**src/rtl/car_pkg.sv**
```systemverilog
// Shared car controller encodings: power, drive state, motion.
// Used by the manual and auto drive blocks.
package car_pkg;

  typedef enum logic {
    POFF = 1'b0,
    PON  = 1'b1
  } power_e;

  typedef enum logic [1:0] {
    NSTART = 2'b00,
    START  = 2'b01,
    MOVING = 2'b10
  } drive_e;

  typedef enum logic [3:0] {
    NON_MOVING   = 4'b0000,
    MOVE_FORWARD = 4'b0001,
    MOVE_BACK    = 4'b0010,
    TURN_LEFT    = 4'b0100,
    TURN_RIGHT   = 4'b1000
  } move_e;

  function automatic logic [2:0] state_led(
    input power_e p,
    input drive_e s
  );
    logic [2:0] r;
    r = 3'b000;
    if (p == PON) begin
      unique case (s)
        NSTART:  r = 3'b001;
        START:   r = 3'b010;
        MOVING:  r = 3'b100;
        default: r = 3'b000;
      endcase
    end
    return r;
  endfunction

endpackage

```
**src/rtl/manual_drive_seq_if.sv**
```systemverilog
// Driver-control and display bundle of the manual drive sequencer.
// master = control source / display sink, slave = sequencer.
interface manual_drive_if #(
  parameter int MILE_W = 16
);
  logic              power_btn;
  logic              clutch;
  logic              brake;
  logic              throttle;
  logic              rgs;
  logic              left;
  logic              right;
  logic              power;
  logic [1:0]        state;
  logic [3:0]        moving_state;
  logic              turn_left_light;
  logic              turn_right_light;
  logic              power_light;
  logic [2:0]        state_light;
  logic [3:0]        moving_light;
  logic [MILE_W-1:0] mileage;

  modport master (
    output power_btn, clutch, brake, throttle,
    output rgs, left, right,
    input  power, state, moving_state,
    input  turn_left_light, turn_right_light,
    input  power_light, state_light,
    input  moving_light, mileage
  );

  modport slave (
    input  power_btn, clutch, brake, throttle,
    input  rgs, left, right,
    output power, state, moving_state,
    output turn_left_light, turn_right_light,
    output power_light, state_light,
    output moving_light, mileage
  );
endinterface

```
**src/rtl/manual_drive_seq_btn_hold.sv**
```systemverilog
// Consecutive-high counter: fires on the HOLD-th armed high cycle.
// Any low or unarmed cycle restarts the count.
module btn_hold #(
  parameter int HOLD = 4
) (
  input  logic clk,
  input  logic rst,
  input  logic btn,
  input  logic arm,
  output logic fire
);
  localparam int CW = $clog2(HOLD + 1);

  logic [CW-1:0] cnt_q;

  assign fire = arm & btn & (cnt_q == CW'(HOLD - 1));

  always_ff @(posedge clk or negedge rst) begin
    if (!rst) begin
      cnt_q <= '0;
    end else if (!(arm & btn) || fire) begin
      cnt_q <= '0;
    end else begin
      cnt_q <= cnt_q + 1'b1;
    end
  end
endmodule

```
**src/rtl/manual_drive_seq.sv**
```systemverilog
// Manual-mode car sequencer: power hold, drive FSM, blinkers,
// odometer. Every output comes straight from a register.
module manual_drive_seq #(
  parameter int PON_HOLD   = 4,
  parameter int POFF_HOLD  = 8,
  parameter int BLINK_HALF = 4,
  parameter int MILE_TICK  = 8,
  parameter int MILE_W     = 16
) (
  input logic          clk,
  input logic          rst,
  manual_drive_if.slave bus
);
  import car_pkg::*;

  localparam int BW = (BLINK_HALF > 1) ? $clog2(BLINK_HALF) : 1;
  localparam int TW = (MILE_TICK > 1) ? $clog2(MILE_TICK) : 1;

  power_e            pwr_q, pwr_d;
  drive_e            st_q, st_d;
  move_e             mv_q, mv_d;
  logic              dir_q, dir_d;
  logic              rel_q;
  logic [1:0]        mask_q, mask_d;
  logic [1:0]        lamp_q, lamp_d;
  logic              phase_q, phase_d;
  logic [BW-1:0]     bcnt_q, bcnt_d;
  logic [TW-1:0]     tick_q, tick_d;
  logic [MILE_W-1:0] mile_q, mile_d;
  logic [2:0]        sled_q;
  logic              pon_arm, poff_arm;
  logic              pon_fire, poff_fire;
  logic              fault;

  assign pon_arm  = (pwr_q == POFF);
  assign poff_arm = (pwr_q == PON) & rel_q;

  btn_hold #(.HOLD(PON_HOLD)) u_pon (
    .clk  (clk),
    .rst  (rst),
    .btn  (bus.power_btn),
    .arm  (pon_arm),
    .fire (pon_fire)
  );

  btn_hold #(.HOLD(POFF_HOLD)) u_poff (
    .clk  (clk),
    .rst  (rst),
    .btn  (bus.power_btn),
    .arm  (poff_arm),
    .fire (poff_fire)
  );

  always_comb begin
    fault = 1'b0;
    if (pwr_q == PON) begin
      unique case (st_q)
        NSTART:  fault = bus.throttle & ~bus.clutch;
        MOVING:  fault = (bus.rgs != dir_q) & ~bus.clutch;
        default: fault = 1'b0;
      endcase
    end
  end

  always_comb begin
    pwr_d = pwr_q;
    st_d  = st_q;
    dir_d = dir_q;
    unique case (1'b1)
      pwr_q == POFF: begin
        st_d = NSTART;
        if (pon_fire) pwr_d = PON;
      end
      poff_fire | fault: begin
        pwr_d = POFF;
        st_d  = NSTART;
        dir_d = 1'b0;
      end
      default: begin
        unique case (st_q)
          NSTART: begin
            if (!bus.brake && bus.throttle &&
                bus.clutch && !bus.rgs)
              st_d = START;
          end
          START: begin
            if (bus.brake) begin
              st_d = NSTART;
            end else if (bus.throttle && !bus.clutch) begin
              st_d  = MOVING;
              dir_d = bus.rgs;
            end
          end
          MOVING: begin
            if (bus.brake)         st_d  = NSTART;
            else if (!bus.throttle) st_d = START;
            else if (bus.clutch)   dir_d = bus.rgs;
          end
          default: st_d = NSTART;
        endcase
      end
    endcase
  end

  // Motion and lamp set follow the next state; phase restarts on change.
  always_comb begin
    mv_d    = NON_MOVING;
    mask_d  = 2'b00;
    phase_d = phase_q;
    bcnt_d  = bcnt_q;
    if (pwr_d == PON && st_d == MOVING) begin
      if (dir_d)                       mv_d = MOVE_BACK;
      else if (bus.left && !bus.right) mv_d = TURN_LEFT;
      else if (bus.right && !bus.left) mv_d = TURN_RIGHT;
      else                             mv_d = MOVE_FORWARD;
    end
    if (pwr_d == PON) begin
      if (st_d == NSTART)         mask_d = 2'b11;
      else if (mv_d != MOVE_BACK) mask_d = {bus.right, bus.left};
    end
    if (mask_d != mask_q) begin
      phase_d = 1'b1;
      bcnt_d  = '0;
    end else if (mask_q != 2'b00) begin
      if (bcnt_q == BW'(BLINK_HALF - 1)) begin
        bcnt_d  = '0;
        phase_d = ~phase_q;
      end else begin
        bcnt_d = bcnt_q + 1'b1;
      end
    end
    lamp_d = mask_d & {2{phase_d}};
  end

  always_comb begin
    tick_d = tick_q;
    mile_d = mile_q;
    if (pwr_q == POFF && pon_fire) begin
      tick_d = '0;
      mile_d = '0;
    end else if (mv_q != NON_MOVING) begin
      if (tick_q == TW'(MILE_TICK - 1)) begin
        tick_d = '0;
        if (mile_q != '1) mile_d = mile_q + 1'b1;
      end else begin
        tick_d = tick_q + 1'b1;
      end
    end
  end

  always_ff @(posedge clk or negedge rst) begin
    if (!rst) begin
      pwr_q   <= POFF;
      st_q    <= NSTART;
      mv_q    <= NON_MOVING;
      dir_q   <= 1'b0;
      rel_q   <= 1'b0;
      mask_q  <= 2'b00;
      lamp_q  <= 2'b00;
      phase_q <= 1'b0;
      bcnt_q  <= '0;
      tick_q  <= '0;
      mile_q  <= '0;
      sled_q  <= 3'b000;
    end else begin
      pwr_q   <= pwr_d;
      st_q    <= st_d;
      mv_q    <= mv_d;
      dir_q   <= dir_d;
      mask_q  <= mask_d;
      lamp_q  <= lamp_d;
      phase_q <= phase_d;
      bcnt_q  <= bcnt_d;
      tick_q  <= tick_d;
      mile_q  <= mile_d;
      sled_q  <= state_led(pwr_d, st_d);
      if (pwr_q == POFF)       rel_q <= 1'b0;
      else if (!bus.power_btn) rel_q <= 1'b1;
    end
  end

  assign bus.power            = pwr_q;
  assign bus.state            = st_q;
  assign bus.moving_state     = mv_q;
  assign bus.turn_left_light  = lamp_q[0];
  assign bus.turn_right_light = lamp_q[1];
  assign bus.power_light      = pwr_q;
  assign bus.state_light      = sled_q;
  assign bus.moving_light     = mv_q;
  assign bus.mileage          = mile_q;
endmodule

```
**src/flat_wrapper.sv**
```systemverilog
// flat-port wrapper written by rule: the top's interface ports become plain ports
module manual_drive_seq_flat import car_pkg::*;
#(
  parameter int PON_HOLD   = 4,
  parameter int POFF_HOLD  = 8,
  parameter int BLINK_HALF = 4,
  parameter int MILE_TICK  = 8,
  parameter int MILE_W     = 16
)
  (clk, rst, bus_power_btn, bus_clutch, bus_brake, bus_throttle, bus_rgs, bus_left, bus_right, bus_power, bus_state, bus_moving_state, bus_turn_left_light, bus_turn_right_light, bus_power_light, bus_state_light, bus_moving_light, bus_mileage);
  manual_drive_if #(.MILE_W(MILE_W)) bus_i ();
  input logic clk;
  input logic rst;
  input wire logic [$bits(bus_i.power_btn)-1:0] bus_power_btn;
  input wire logic [$bits(bus_i.clutch)-1:0] bus_clutch;
  input wire logic [$bits(bus_i.brake)-1:0] bus_brake;
  input wire logic [$bits(bus_i.throttle)-1:0] bus_throttle;
  input wire logic [$bits(bus_i.rgs)-1:0] bus_rgs;
  input wire logic [$bits(bus_i.left)-1:0] bus_left;
  input wire logic [$bits(bus_i.right)-1:0] bus_right;
  output wire logic [$bits(bus_i.power)-1:0] bus_power;
  output wire logic [$bits(bus_i.state)-1:0] bus_state;
  output wire logic [$bits(bus_i.moving_state)-1:0] bus_moving_state;
  output wire logic [$bits(bus_i.turn_left_light)-1:0] bus_turn_left_light;
  output wire logic [$bits(bus_i.turn_right_light)-1:0] bus_turn_right_light;
  output wire logic [$bits(bus_i.power_light)-1:0] bus_power_light;
  output wire logic [$bits(bus_i.state_light)-1:0] bus_state_light;
  output wire logic [$bits(bus_i.moving_light)-1:0] bus_moving_light;
  output wire logic [$bits(bus_i.mileage)-1:0] bus_mileage;
  assign bus_i.power_btn = bus_power_btn;
  assign bus_i.clutch = bus_clutch;
  assign bus_i.brake = bus_brake;
  assign bus_i.throttle = bus_throttle;
  assign bus_i.rgs = bus_rgs;
  assign bus_i.left = bus_left;
  assign bus_i.right = bus_right;
  assign bus_power = bus_i.power;
  assign bus_state = bus_i.state;
  assign bus_moving_state = bus_i.moving_state;
  assign bus_turn_left_light = bus_i.turn_left_light;
  assign bus_turn_right_light = bus_i.turn_right_light;
  assign bus_power_light = bus_i.power_light;
  assign bus_state_light = bus_i.state_light;
  assign bus_moving_light = bus_i.moving_light;
  assign bus_mileage = bus_i.mileage;
  manual_drive_seq #(.PON_HOLD(PON_HOLD), .POFF_HOLD(POFF_HOLD), .BLINK_HALF(BLINK_HALF), .MILE_TICK(MILE_TICK), .MILE_W(MILE_W)) u_core (.clk(clk), .rst(rst), .bus(bus_i));
endmodule
```
**config.mk**
```make
export PLATFORM = sky130hd
export DESIGN_NAME = manual_drive_seq_flat
export DESIGN_NICKNAME = d
export VERILOG_FILES = /design/src/rtl/car_pkg.sv /design/src/rtl/manual_drive_seq_if.sv /design/src/rtl/manual_drive_seq_btn_hold.sv /design/src/rtl/manual_drive_seq.sv /design/src/flat_wrapper.sv
export SDC_FILE = /design/constraint.sdc
export NUM_CORES = 1
export LEC_CHECK = 0
export ABC_AREA = 0
export ABC_CLOCK_PERIOD_IN_PS = 2950
export BUFFER_PORTS_ARGS = -buffer_cell sky130_fd_sc_hd__buf_2
export CORE_ASPECT_RATIO = 0.9
export CORE_UTILIZATION = 55
export CTS_CLUSTER_DIAMETER = 100
export DETAILED_ROUTE_END_ITERATION = 16
export PLACE_DENSITY_LB_ADDON = 0.05
export SYNTH_ARGS = -nofsm -noshare
export SYNTH_HDL_FRONTEND = slang
export SYNTH_HIERARCHICAL = 1
export SYNTH_SLANG_ARGS = --single-unit
```
**constraint.sdc**
```tcl
create_clock -name clk -period 2.95 [get_ports clk]
set_input_delay 0.7375 -clock clk [delete_from_list [all_inputs] [get_ports clk]]
set_output_delay 0.7375 -clock clk [all_outputs]
set_load 0.05 [all_outputs]
```
==> results of run 1 <==
[metrics by stage]
stage	cell area, µm²	total power, mW
2_1_floorplan	2450	1.26
4_1_cts	2830	1.90
3_5_place_dp	2710	1.42
3_3_place_gp	2710	1.40
5_1_grt	2830	2.01
6_report	2830	1.89
[cell type report]
cell class | instances | area [µm²] | area share
Multi-Input combinational cell | 173 | 1190 | 0.419
Sequential cell | 45 | 1130 | 0.398
Timing Repair Buffer | 46 | 243 | 0.0858
Clock buffer | 7 | 86.3 | 0.0305
Inverter | 22 | 82.6 | 0.0292
Tap cell | 60 | 75.1 | 0.0265
Clock inverter | 1 | 30.0 | 0.0106
[state kept, by name (all words and copies together), names as in the netlist, 2 cells and up]
signal / cells
u_core/bcnt_q: 2
u_core/bus.state: 2
u_core/bus.moving_light: 4
u_core/bus.mileage: 16
u_core/mask_q: 2
u_core/tick_q: 3
u_core/u_poff/cnt_q: 4
u_core/u_pon/cnt_q: 3
u_core/lamp_q: 2
u_core/bus.state_light: 3
[cells in the mapped netlist (3+ instances only)]
| cell type | n | area share |
|---|---|---|
| sky130_fd_sc_hd__buf_4 | 5 | 0.015 |
| sky130_fd_sc_hd__ha_1 | 13 | 0.066 |
| sky130_fd_sc_hd__nand2_1 | 18 | 0.028 |
| sky130_fd_sc_hd__inv_1 | 21 | 0.032 |
| sky130_fd_sc_hd__a21oi_1 | 5 | 0.010 |
| sky130_fd_sc_hd__and4bb_1 | 3 | 0.015 |
| sky130_fd_sc_hd__nand2b_1 | 3 | 0.0077 |
| sky130_fd_sc_hd__o21ai_0 | 7 | 0.014 |
| sky130_fd_sc_hd__xnor2_1 | 7 | 0.025 |
| sky130_fd_sc_hd__nor2b_1 | 3 | 0.0077 |
| sky130_fd_sc_hd__and2_1 | 3 | 0.0077 |
| sky130_fd_sc_hd__xor2_1 | 11 | 0.039 |
| sky130_fd_sc_hd__a31oi_1 | 3 | 0.0077 |
| sky130_fd_sc_hd__nand3b_1 | 4 | 0.012 |
| sky130_fd_sc_hd__nor2_1 | 31 | 0.047 |
| sky130_fd_sc_hd__nand4_1 | 4 | 0.010 |
| sky130_fd_sc_hd__dfrtp_1 | 45 | 0.46 |
| sky130_fd_sc_hd__nand3_1 | 15 | 0.031 |
| sky130_fd_sc_hd__clkbuf_1 | 4 | 0.0061 |
| sky130_fd_sc_hd__nor3_1 | 5 | 0.010 |
| sky130_fd_sc_hd__and3_1 | 3 | 0.0077 |
[worst register-to-register path, stage by stage (launching register included)]
cell and delay [ns]:
sky130_fd_sc_hd__dfrtp_2 0.43, sky130_fd_sc_hd__inv_1 0.08, sky130_fd_sc_hd__ha_1 0.29, sky130_fd_sc_hd__nor2b_1 0.21, sky130_fd_sc_hd__a2111oi_2 0.40, sky130_fd_sc_hd__o21ai_2 0.14
sky130_fd_sc_hd__a211oi_4 0.35, sky130_fd_sc_hd__nor3_1 0.12, sky130_fd_sc_hd__o21ai_2 0.22, sky130_fd_sc_hd__o21ai_0 0.13, sky130_fd_sc_hd__a22o_1 0.20
[routing by layer]
| metal | track usage | wire, µm |
|---|---|---|
| met5 | 0 | 0 |
| met4 | 0.0588 | 27 |
| met3 | 0.0644 | 170 |
| met2 | 0.343 | 2050 |
| met1 | 0.308 | 2320 |
[worst paths after layout]
kind | depth (start not counted) | endpoint | start | slack, ns
max in group asynchronous | 2 | u_core/bus.state[0] | rst | 1.89
worst min register to register | 1 | u_core/u_poff/cnt_q[0] | u_core/u_poff/cnt_q[0] | 0.47
worst max register to register | 10 | u_core/bcnt_q[0] | u_core/bus.state[0] | 0.28
worst min-delay path | 1 | u_core/u_pon/cnt_q[0] | rst | 0.34
min in group clk | 1 | u_core/u_poff/cnt_q[0] | u_core/u_poff/cnt_q[0] | 0.47
worst max-delay path | 10 | u_core/bcnt_q[0] | u_core/bus.state[0] | 0.28
[power by group through the flow]
stage | Clock (mW) | Combinational (mW) | Sequential [mW]
2_1_floorplan | 0 | 0.341 | 0.923
3_3_place_gp | 0 | 0.610 | 0.791
3_5_place_dp | 0 | 0.627 | 0.793
4_1_cts | 0.492 | 0.627 | 0.782
5_1_grt | 0.517 | 0.699 | 0.793
6_report | 0.481 | 0.625 | 0.780
[cells by family after synthesis]
group           share of synthesized area
compound gates                      0.124
xor+xnor                           0.0643
fa+ha+maj                          0.0664
buf+inv                            0.0567
flops                               0.459
mux                               0.00408
simple gates                        0.226
==> out/qor.yml, run 1 <==
rsz0062_at_grt: "false"
grt_pass1_vias: 1755
synth_enable_flop_cells: 0
critical_path.max_fanout: 8
worst_skew_pair.late_latency_ns: 0.30
maxSlewViolCount: 0
power.sequential.fraction: 0.414
final_core_util: 0.676
path_common_cell: "sky130_fd_sc_hd__o21ai_2"
cts_inserted_buffers: 5
drt_drc_violations_left: 0
crit_arrival_ns: 2.86
cts.sink_count: 45
dp_hpwl_mm: 3.33
clock-skew-final_ns: 0.00680
cell_internal_pwr_mw: 1.19
drv.max_cap_violation_count: 0
initial_utilization: 0.586
placed_cells: 346
layout_common_cells: "sky130_fd_sc_hd__dfrtp_1 (44), sky130_fd_sc_hd__buf_2 (41), sky130_fd_sc_hd__nor2_1 (31)"
post-cts-setup-buffer-count: 0
postLayoutSetupSlackWorst_ns: 0.281
grt_overflow: 0
outcome: "complete, no violations"
finalHoldViolations: 0
layoutNonFillerInstCount: 354
ys.flop_type: "sky130_fd_sc_hd__dfrtp_1"
post_synth_inst_count: 250
grt_start_max_net_pins: 30
critical_path.slowest_cell: "sky130_fd_sc_hd__dfrtp_2"
top_level_ports: 42
clock_path_buffers: 2
cp-end-kind: "register"
power_leakage_nw: 1.43
rows: 22
path_cells: "inv_1, ha_1, nor2b_1, a2111oi_2, o21ai_2, a211oi_4, nor3_1, o21ai_2, o21ai_0, a22o_1"
vias: 1863
fillers: 360
detail-route-antenna-nets: 0
grt_first_pass_wirelength_mm: 7.97
synth.yosys.seq_area_share: 0.459
timing.final.crit_share: 0.905
final_net_count: 315
pd_cells_nw_per_um2: 666
crit_path_max_incr_delay_ns: 0.43
worst-setup-path-type: "register to register"
post_route_cells_drive_above_1_share: 0.241
avgViaCountPerCell: 5.26
min_period_ns: 2.67
final.setup.tns_ns: 0
worstMarginPinSlew_ns: 0.480
die_width_um: 72.4
drtIter0Drc: 71
io_port_bufs: 41
fp.dieArea_um2: 4730
most_common_cell_after_layout_fill_and_taps_aside: "sky130_fd_sc_hd__dfrtp_1"
worst_hold_slack_across_all_endpoints_ns: 0.341
totalWireLength_mm: 4.57
clk_pin_slew_ns: 0.08
avgRoutedWirePerCell_um: 12.9
synth-seq-cells: 45
power.share.clock: 0.255
clockRootBuffer: "sky130_fd_sc_hd__clkbuf_8"
crit_path_start_kind: "register"
worstHoldPathType: "primary input to async pin"
asyncSetResetFlopFracSynth: 1.00
timing.critical_path.buf_inv: 1
synthDistinctLibCells: 48
max_freq_mhz: 375
timing.max_slew.rel_slack: 0.676
insertedDiodeCount: 0
critical_path_required_ns: 3.14
critical-path-top-delay-family: "compound AO/OA/AOI/OAI gates"
combinationalPowerShare: 0.331
fp.dieH_um: 65.3
gr-usage-all-layers: 0.223
synth_fp_nets: 272
vdd_drop_max_mv: 0.390
post-place-ws_ns: 0.142
synth_area_um2: 2450
routabilityCongestion: 0.903
syn_area_per_cell_um2: 9.80
cts_hold_repair.buffers: 0
tritoncts: "built"
syn2layout_area_growth_pct: 15.5
switching_power_uw: 695
ys_warn_count: 6
core_area_um2: 4180
number_of_failing_setup_endpoints_in_the_final_timing_report: 0
cts_max_level: 2
cts_resized: 0
grt_antenna_before_repair: 0
p_sw_frac: 0.368
drt_pass1_iterations: 4
Note: power is estimated with default switching activity, not from simulation.
==> run 2, diff against run 1 <==
--- a/config.mk
+++ b/config.mk
@@ -15,2 +15,3 @@
 export PLACE_DENSITY_LB_ADDON = 0.05
+export SETUP_SLACK_MARGIN = 0.4
 export SYNTH_ARGS = -nofsm -noshare
==> constraint.sdc (replaced) <==
create_clock -name clk -period 2.95 [get_ports clk]
set_input_delay 0.59 -clock clk [delete_from_list [all_inputs] [get_ports clk]]
set_output_delay 0.59 -clock clk [all_outputs]
set_load 0.05 [all_outputs]
==> out/qor.yml, run 2 (synthesis gave the netlist of run 1 again) <==
worstMarginPinSlew_ns: 0.556  # was 0.480 ns
routabilityCongestion: 0.884  # was 0.903
rr_worst_depth: 10  # unchanged
grt_overflow: 0  # unchanged
grt_antenna_before_repair: 0  # unchanged
drt_drc_violations_left: 0  # unchanged
placed_area_um2: 2720  # was 2710 µm²
grt_first_pass_wirelength_mm: 7.80  # was 7.97 mm
drt_pass1_iterations: 4  # unchanged
postLayoutCellArea_um2: 3010  # was 2830 µm²
core_area_um2: 4180  # unchanged
die_width_um: 72.4  # unchanged
layout_common_cells: "sky130_fd_sc_hd__dfrtp_1 (42), sky130_fd_sc_hd__buf_2 (41), sky130_fd_sc_hd__nor2_1 (29)"  # was sky130_fd_sc_hd__dfrtp_1 (44), sky130_fd_sc_hd__buf_2 (41), sky130_fd_sc_hd__nor2_1 (31)
worst_skew_pair.late_latency_ns: 0.29  # was 0.30 ns
pd_cells_nw_per_um2: 657  # was 666 nW/µm²
rr_startpoint: "u_core/bus.state[0]"  # unchanged
detail-route-antenna-nets: 0  # unchanged
insertedDiodeCount: 0  # unchanged
worst-setup-path-type: "register to register"  # unchanged
vdd_drop_max_mv: 0.371  # was 0.390 mV
cp-end-kind: "register"  # unchanged
drv.max_cap_violation_count: 0  # unchanged
crit_path_start_kind: "register"  # unchanged
clock_path_buffers: 2  # unchanged
max_freq_mhz: 389  # was 375 MHz
power.sequential.fraction: 0.400  # was 0.414
grt_pass1_vias: 1731  # was 1755
rsz0062_at_grt: "true"  # was false
cts_hold_repair.buffers: 0  # unchanged
tritoncts: "built"  # unchanged
avgRoutedWirePerCell_um: 13.8  # was 12.9 µm
top_level_ports: 42  # unchanged
final_net_count: 326  # was 315
cts_inserted_buffers: 5  # unchanged
dp_hpwl_mm: 3.32  # was 3.33 mm
grt_start_max_net_pins: 46  # was 30
outcome: "complete, no violations"  # unchanged
reg2reg_setup_slack_ns: 0.38  # was 0.28 ns
finalHoldViolations: 0  # unchanged
r2r_end: "u_core/bcnt_q[0]"  # unchanged
clock-skew-final_ns: 0.00740  # was 0.00680 ns
syn2layout_area_growth_pct: 22.7  # was 15.5%
most_common_cell_after_layout_fill_and_taps_aside: "sky130_fd_sc_hd__dfrtp_1"  # unchanged
fp.dieH_um: 65.3  # unchanged
timing.final.crit_share: 0.871  # was 0.905
vias: 1925  # was 1863
min_period_ns: 2.57  # was 2.67 ns
critical_path.max_fanout: 8  # unchanged
totalWireLength_mm: 5.02  # was 4.57 mm
avgViaCountPerCell: 5.27  # was 5.26
clockRootBuffer: "sky130_fd_sc_hd__clkbuf_8"  # unchanged
post_route_cells_drive_above_1_share: 0.318  # was 0.241
clk_pin_slew_ns: 0.08  # about the same
rows: 22  # unchanged
critical_path_required_ns: 3.14  # about the same
number_of_failing_setup_endpoints_in_the_final_timing_report: 0  # unchanged
cell_internal_pwr_mw: 1.24  # was 1.19 mW
p_sw_frac: 0.371  # was 0.368
gr-usage-all-layers: 0.218  # was 0.223
power_leakage_nw: 1.49  # was 1.43 nW
power.share.clock: 0.240  # was 0.255
drtIter0Drc: 125  # was 71
post-layout-total-power_mw: 1.97  # was 1.89 mW
worstHoldPathType: "primary input to async pin"  # unchanged
final.setup.tns_ns: 0  # unchanged
initial_utilization: 0.586  # unchanged
fp.dieArea_um2: 4730  # unchanged
maxSlewViolCount: 0  # unchanged
io_port_bufs: 41  # unchanged
combinationalPowerShare: 0.359  # was 0.331
cts_max_level: 2  # unchanged
largest_register_ffs: 16  # unchanged
crit_arrival_ns: 2.76  # was 2.86 ns
switching_power_uw: 731  # was 695 µW
cts.sink_count: 45  # unchanged
timing.max_slew.rel_slack: 0.629  # was 0.676
==> run 2: changes by cell type in the layout (fill, tap and decap cells not counted), sizes merged <==
cell | before | now
buf | 46 | 57
==> run 2: stage by stage <==
step / hold WS [ns] / setup WS (ns) / std cells / util
after global routing: 0.418 / 0.258 / 365 / 0.719
after floorplan: 0.294 / 0.415 / 250 / -
after CTS: 0.382 / 0.408 / 353 / 0.685
after detailed placement: 0.449 / 0.291 / 344 / 0.651
final: 0.363 / 0.379 / 365 / 0.719
after global placement: 0.450 / 0.375 / 344 / 0.651
==> run 2: worst max-delay path by stage <==
stage | from | endpoint | slack (ns)
final | u_core/bus.state[0] | u_core/bcnt_q[0] | 0.38
after global routing | u_core/u_poff/cnt_q[0] | u_core/bcnt_q[0] | 0.26
after CTS | u_core/bus.state[0] | u_core/bcnt_q[0] | 0.41
after detailed placement | bus_power_btn | u_core/bcnt_q[1] | 0.29
after global placement | bus_power_btn | u_core/bcnt_q[0] | 0.37
after floorplan | u_core/bus.state[0] | u_core/bcnt_q[0] | 0.41
==> run 2: repair_timing <==
action,4_1_cts,5_1_grt
cloned,0,0
pin swaps,2,15
endpoints found under the setup margin,3,7
setup buffers,1,12
gates resized for setup,2,11
endpoints found under the hold margin,0,0
==> run 2: power by group through the flow <==
stage	combinational, mW	sequential [mW]	clock, mW
2_1_floorplan	0.347	0.928	0
3_3_place_gp	0.602	0.797	0
3_5_place_dp	0.620	0.799	0
4_1_cts	0.627	0.788	0.487
5_1_grt	0.767	0.804	0.520
6_report	0.710	0.790	0.475
==> run 2: layer usage <==
| layer | up-vias | GRT usage | wire length, µm |
|---|---|---|---|
| met1 | 922 | 0.299 | 2360 |
| met2 | 39 | 0.336 | 2460 |
| met5 | - | 0 | 0 |
| met3 | 4 | 0.0506 | 147 |
| li1 | 960 | - | - |
| met4 | 0 | 0.0809 | 50 |
==> run 2: final cells by class <==
class | count | area [µm²]
multi-input combinational | 173 | 1270
timing repair buffer | 57 | 325
clock inverter | 1 | 30.0
tap | 60 | 75.1
clock buffer | 7 | 86.3
sequential | 45 | 1130
fill | 325 | 1180
inverter | 22 | 85.1
==> run 2: critical path: stages, from the launching register on <==
cell and delay [ns]:
sky130_fd_sc_hd__dfrtp_2 0.43, sky130_fd_sc_hd__inv_2 0.07, sky130_fd_sc_hd__ha_4 0.19, sky130_fd_sc_hd__nor2b_2 0.20, sky130_fd_sc_hd__a2111oi_4 0.39, sky130_fd_sc_hd__o21ai_2 0.16
sky130_fd_sc_hd__a211oi_4 0.39, sky130_fd_sc_hd__nor3_2 0.07, sky130_fd_sc_hd__o21ai_2 0.25, sky130_fd_sc_hd__nor3_2 0.09, sky130_fd_sc_hd__a22o_1 0.22
==> run 3, diff against run 2 <==
Settings changed: SYNTH_HIERARCHICAL 1 to unset.
==> out/qor.yml, run 3 <==
outcome: "complete, no violations"  # unchanged
most_common_cell_after_layout_fill_and_taps_aside: "sky130_fd_sc_hd__dfrtp_1"  # unchanged
placed_cells: 346  # was 344
final.setup.tns_ns: 0  # unchanged
synth_top_family_by_area: "simple AND/OR/NAND/NOR gates"  # unchanged
rows: 22  # unchanged
final_net_count: 325  # was 326
drt_drc_violations_left: 0  # unchanged
clock-skew-final_ns: 0.00583  # was 0.00740 ns
synth_adder_area_share: 0.0658  # was 0.0664
worstHoldPathType: "primary input to async pin"  # unchanged
yosys.area_share.xor_xnor: 0.0673  # was 0.0643
clockRootBuffer: "sky130_fd_sc_hd__clkbuf_8"  # unchanged
clk_pin_slew_ns: 0.09  # was 0.08 ns
syn2layout_area_growth_pct: 25.2  # was 22.7%
avgRoutedWirePerCell_um: 15.9  # was 13.8 µm
post_synth_inst_count: 252  # was 250
grt_start_max_net_pins: 46  # unchanged
yosys.area_share.simple: 0.204  # was 0.226
power_leakage_nw: 1.47  # was 1.49 nW
avgViaCountPerCell: 5.73  # was 5.27
grt_antenna_before_repair: 0  # unchanged
cts.sink_count: 45  # unchanged
tritoncts: "built"  # unchanged
critical_path_required_ns: 3.15  # was 3.14 ns
cts_inserted_buffers: 5  # unchanged
die_width_um: 72.7  # was 72.4 µm
gr-usage-all-layers: 0.237  # was 0.218
vdd_drop_max_mv: 0.524  # was 0.371 mV
synth_enable_flop_cells: 0  # unchanged
syn_area_per_cell_um2: 9.81  # was 9.80 µm²
worstMarginPinSlew_ns: 0.985  # was 0.556 ns
synth_compound_area_frac: 0.144  # was 0.124
worst-setup-path-type: "register to register"  # unchanged
routabilityCongestion: 0.930  # was 0.884
min_period_ns: 2.58  # was 2.57 ns
cts_hold_repair.buffers: 0  # unchanged
synthDistinctLibCells: 57  # was 48
fillers: 306  # was 325
initial_utilization: 0.591  # was 0.586
synth.yosys.seq_area_share: 0.455  # was 0.459
totalWireLength_mm: 5.80  # was 5.02 mm
synth_fp_nets: 274  # was 272
yosys-top-cells-area: "sky130_fd_sc_hd__dfrtp_1 (46%), sky130_fd_sc_hd__ha_1 (6.6%), sky130_fd_sc_hd__nor2_1 (6.2%), sky130_fd_sc_hd__xnor2_1 (3.5%), sky130_fd_sc_hd__xor2_1 (3.2%)"  # was sky130_fd_sc_hd__dfrtp_1 (46%), sky130_fd_sc_hd__ha_1 (6.6%), sky130_fd_sc_hd__nor2_1 (4.7%), sky130_fd_sc_hd__xor2_1 (3.9%), sky130_fd_sc_hd__inv_1 (3.2%)
drtIter0Drc: 120  # was 125
vias: 2084  # was 1925
synth_area_um2: 2470  # was 2450 µm²
cp-end-kind: "register"  # unchanged
number_of_failing_setup_endpoints_in_the_final_timing_report: 0  # unchanged
synth.top_cell.area_share: 0.455  # was 0.459
rr_worst_depth: 10  # unchanged
crit_path_start_kind: "register"  # unchanged
fp.dieArea_um2: 4770  # was 4730 µm²
detail-route-antenna-nets: 0  # unchanged
insertedDiodeCount: 0  # unchanged
fp.dieH_um: 65.6  # was 65.3 µm
critical_path.max_fanout: 7  # was 8
layout_common_cells: "sky130_fd_sc_hd__dfrtp_1 (43), sky130_fd_sc_hd__buf_2 (41), sky130_fd_sc_hd__nor2_1 (38)"  # was sky130_fd_sc_hd__dfrtp_1 (42), sky130_fd_sc_hd__buf_2 (41), sky130_fd_sc_hd__nor2_1 (29)
cts_max_level: 2  # unchanged
timing.max_slew.rel_slack: 0.343  # was 0.629
post_synth_mux_area_share: 0.00810  # was 0.00408
grt_overflow: 0  # unchanged
top_level_ports: 42  # unchanged
max_freq_mhz: 388  # was 389 MHz
grt_pass1_vias: 1926  # was 1731
asyncSetResetFlopFracSynth: 1.00  # unchanged
largest_register_ffs: 16  # unchanged
synthMostInstantiatedCell: "sky130_fd_sc_hd__dfrtp_1"  # unchanged
ys.flop_type: "sky130_fd_sc_hd__dfrtp_1"  # unchanged
drt_pass1_iterations: 4  # unchanged
dp_hpwl_mm: 3.64  # was 3.32 mm
grt_first_pass_wirelength_mm: 8.63  # was 7.80 mm
maxSlewViolCount: 0  # unchanged
timing.final.crit_share: 0.874  # was 0.871
post_route_cells_drive_above_1_share: 0.329  # was 0.318
pd_cells_nw_per_um2: 785  # was 657 nW/µm²
worst_skew_pair.late_latency_ns: 0.30  # was 0.29 ns
core_area_um2: 4180  # unchanged
rsz0062_at_grt: "true"  # unchanged
crit_arrival_ns: 2.78  # was 2.76 ns
finalHoldViolations: 0  # unchanged
io_port_bufs: 41  # unchanged
layoutNonFillerInstCount: 364  # was 365
drv.max_cap_violation_count: 0  # unchanged
largest_area_contributor_in_the_synthesized_netlist: "sky130_fd_sc_hd__dfrtp_1"  # unchanged
synth-seq-cells: 45  # unchanged
synth.top_cells.by_count: "sky130_fd_sc_hd__dfrtp_1 (45), sky130_fd_sc_hd__nor2_1 (41), sky130_fd_sc_hd__inv_1 (18)"  # was sky130_fd_sc_hd__dfrtp_1 (45), sky130_fd_sc_hd__nor2_1 (31), sky130_fd_sc_hd__inv_1 (21)
ys_warn_count: 0  # was 6
clock_path_buffers: 2  # unchanged
==> run 3: path summary, 6_finish.rpt <==
check,from,to,slack (ns)
setup reg to reg,u_core.bus.state[1],u_core.phase_q,0.37
hold reg to reg,u_core.u_pon.cnt_q[0],u_core.u_pon.cnt_q[0],0.44
setup / recovery,u_core.bus.state[1],u_core.phase_q,0.37
hold / removal,rst,u_core.bus.mileage[12],0.44
max in group asynchronous,rst,u_core.bus.state[0],1.83
min in group clk,u_core.u_pon.cnt_q[0],u_core.u_pon.cnt_q[0],0.44
==> run 3: power by group <==
| group | internal [mW] | switching [mW] | total [mW] |
|---|---|---|---|
| Sequential | 0.778 | 0.191 | 0.969 |
| Clock | 0.190 | 0.217 | 0.407 |
| Combinational | 0.306 | 0.746 | 1.05 |
==> run 3: per-layer routing <==
layer / GRT usage / vias up / share of wire
met1: 0.316 / 1025 / 0.45
met2: 0.386 / 71 / 0.49
met3: 0.0429 / 8 / 0.047
met5: 0 / - / 0
li1: - / 980 / -
met4: 0.0858 / 0 / 0.015
==> run 3: area by class of cell <==
cell class                      instances  area (µm²)  share of cell area
Multi-Input combinational cell        179        1410               0.456
Sequential cell                        45        1130               0.365
Timing Repair Buffer                   53         307              0.0990
Clock buffer                            6        82.6              0.0267
Inverter                               19        78.8              0.0255
Tap cell                               60        75.1              0.0243
Clock inverter                          2        13.8             0.00445
==> run 3: kinds of logic after synthesis <==
group / count (synthesis)
flops: 45
xor+xnor: 19
mux: 2
fa+ha+maj: 13
simple gates: 100
compound gates: 45
buf+inv: 28
==> run 3: critical path, cell delays in order (launching register included) <==
cell and delay (ns):
sky130_fd_sc_hd__dfrtp_2 0.46, sky130_fd_sc_hd__inv_2 0.11, sky130_fd_sc_hd__ha_4 0.17, sky130_fd_sc_hd__a21oi_4 0.06
sky130_fd_sc_hd__a211oi_4 0.31, sky130_fd_sc_hd__a2111o_2 0.32, sky130_fd_sc_hd__clkinv_4 0.12, sky130_fd_sc_hd__a21oi_4 0.27
sky130_fd_sc_hd__o31ai_4 0.12, sky130_fd_sc_hd__a32o_1 0.27, sky130_fd_sc_hd__a311oi_1 0.25
==> run 3: what timing repair did <==
action	in CTS	in global routing
gates resized for setup	9	35
pin swaps	4	10
endpoints found under the setup margin	4	6
setup buffers	3	7
==> run 3: per-stage QoR <==
step / instance area, µm² / util / hold WS [ns] / setup slack [ns] / power (mW)
6_report: 3100 / 0.740 / 0.440 / 0.371 / 2.43
5_1_grt: 3100 / 0.740 / 0.451 / 0.294 / 2.57
4_1_cts: 2870 / 0.685 / 0.445 / 0.407 / 2.35
3_5_place_dp: 2710 / 0.648 / 0.435 / 0.243 / 1.94
3_3_place_gp: 2710 / 0.648 / 0.424 / 0.252 / 1.91
2_1_floorplan: 2470 / - / 0.294 / 0.404 / 1.70
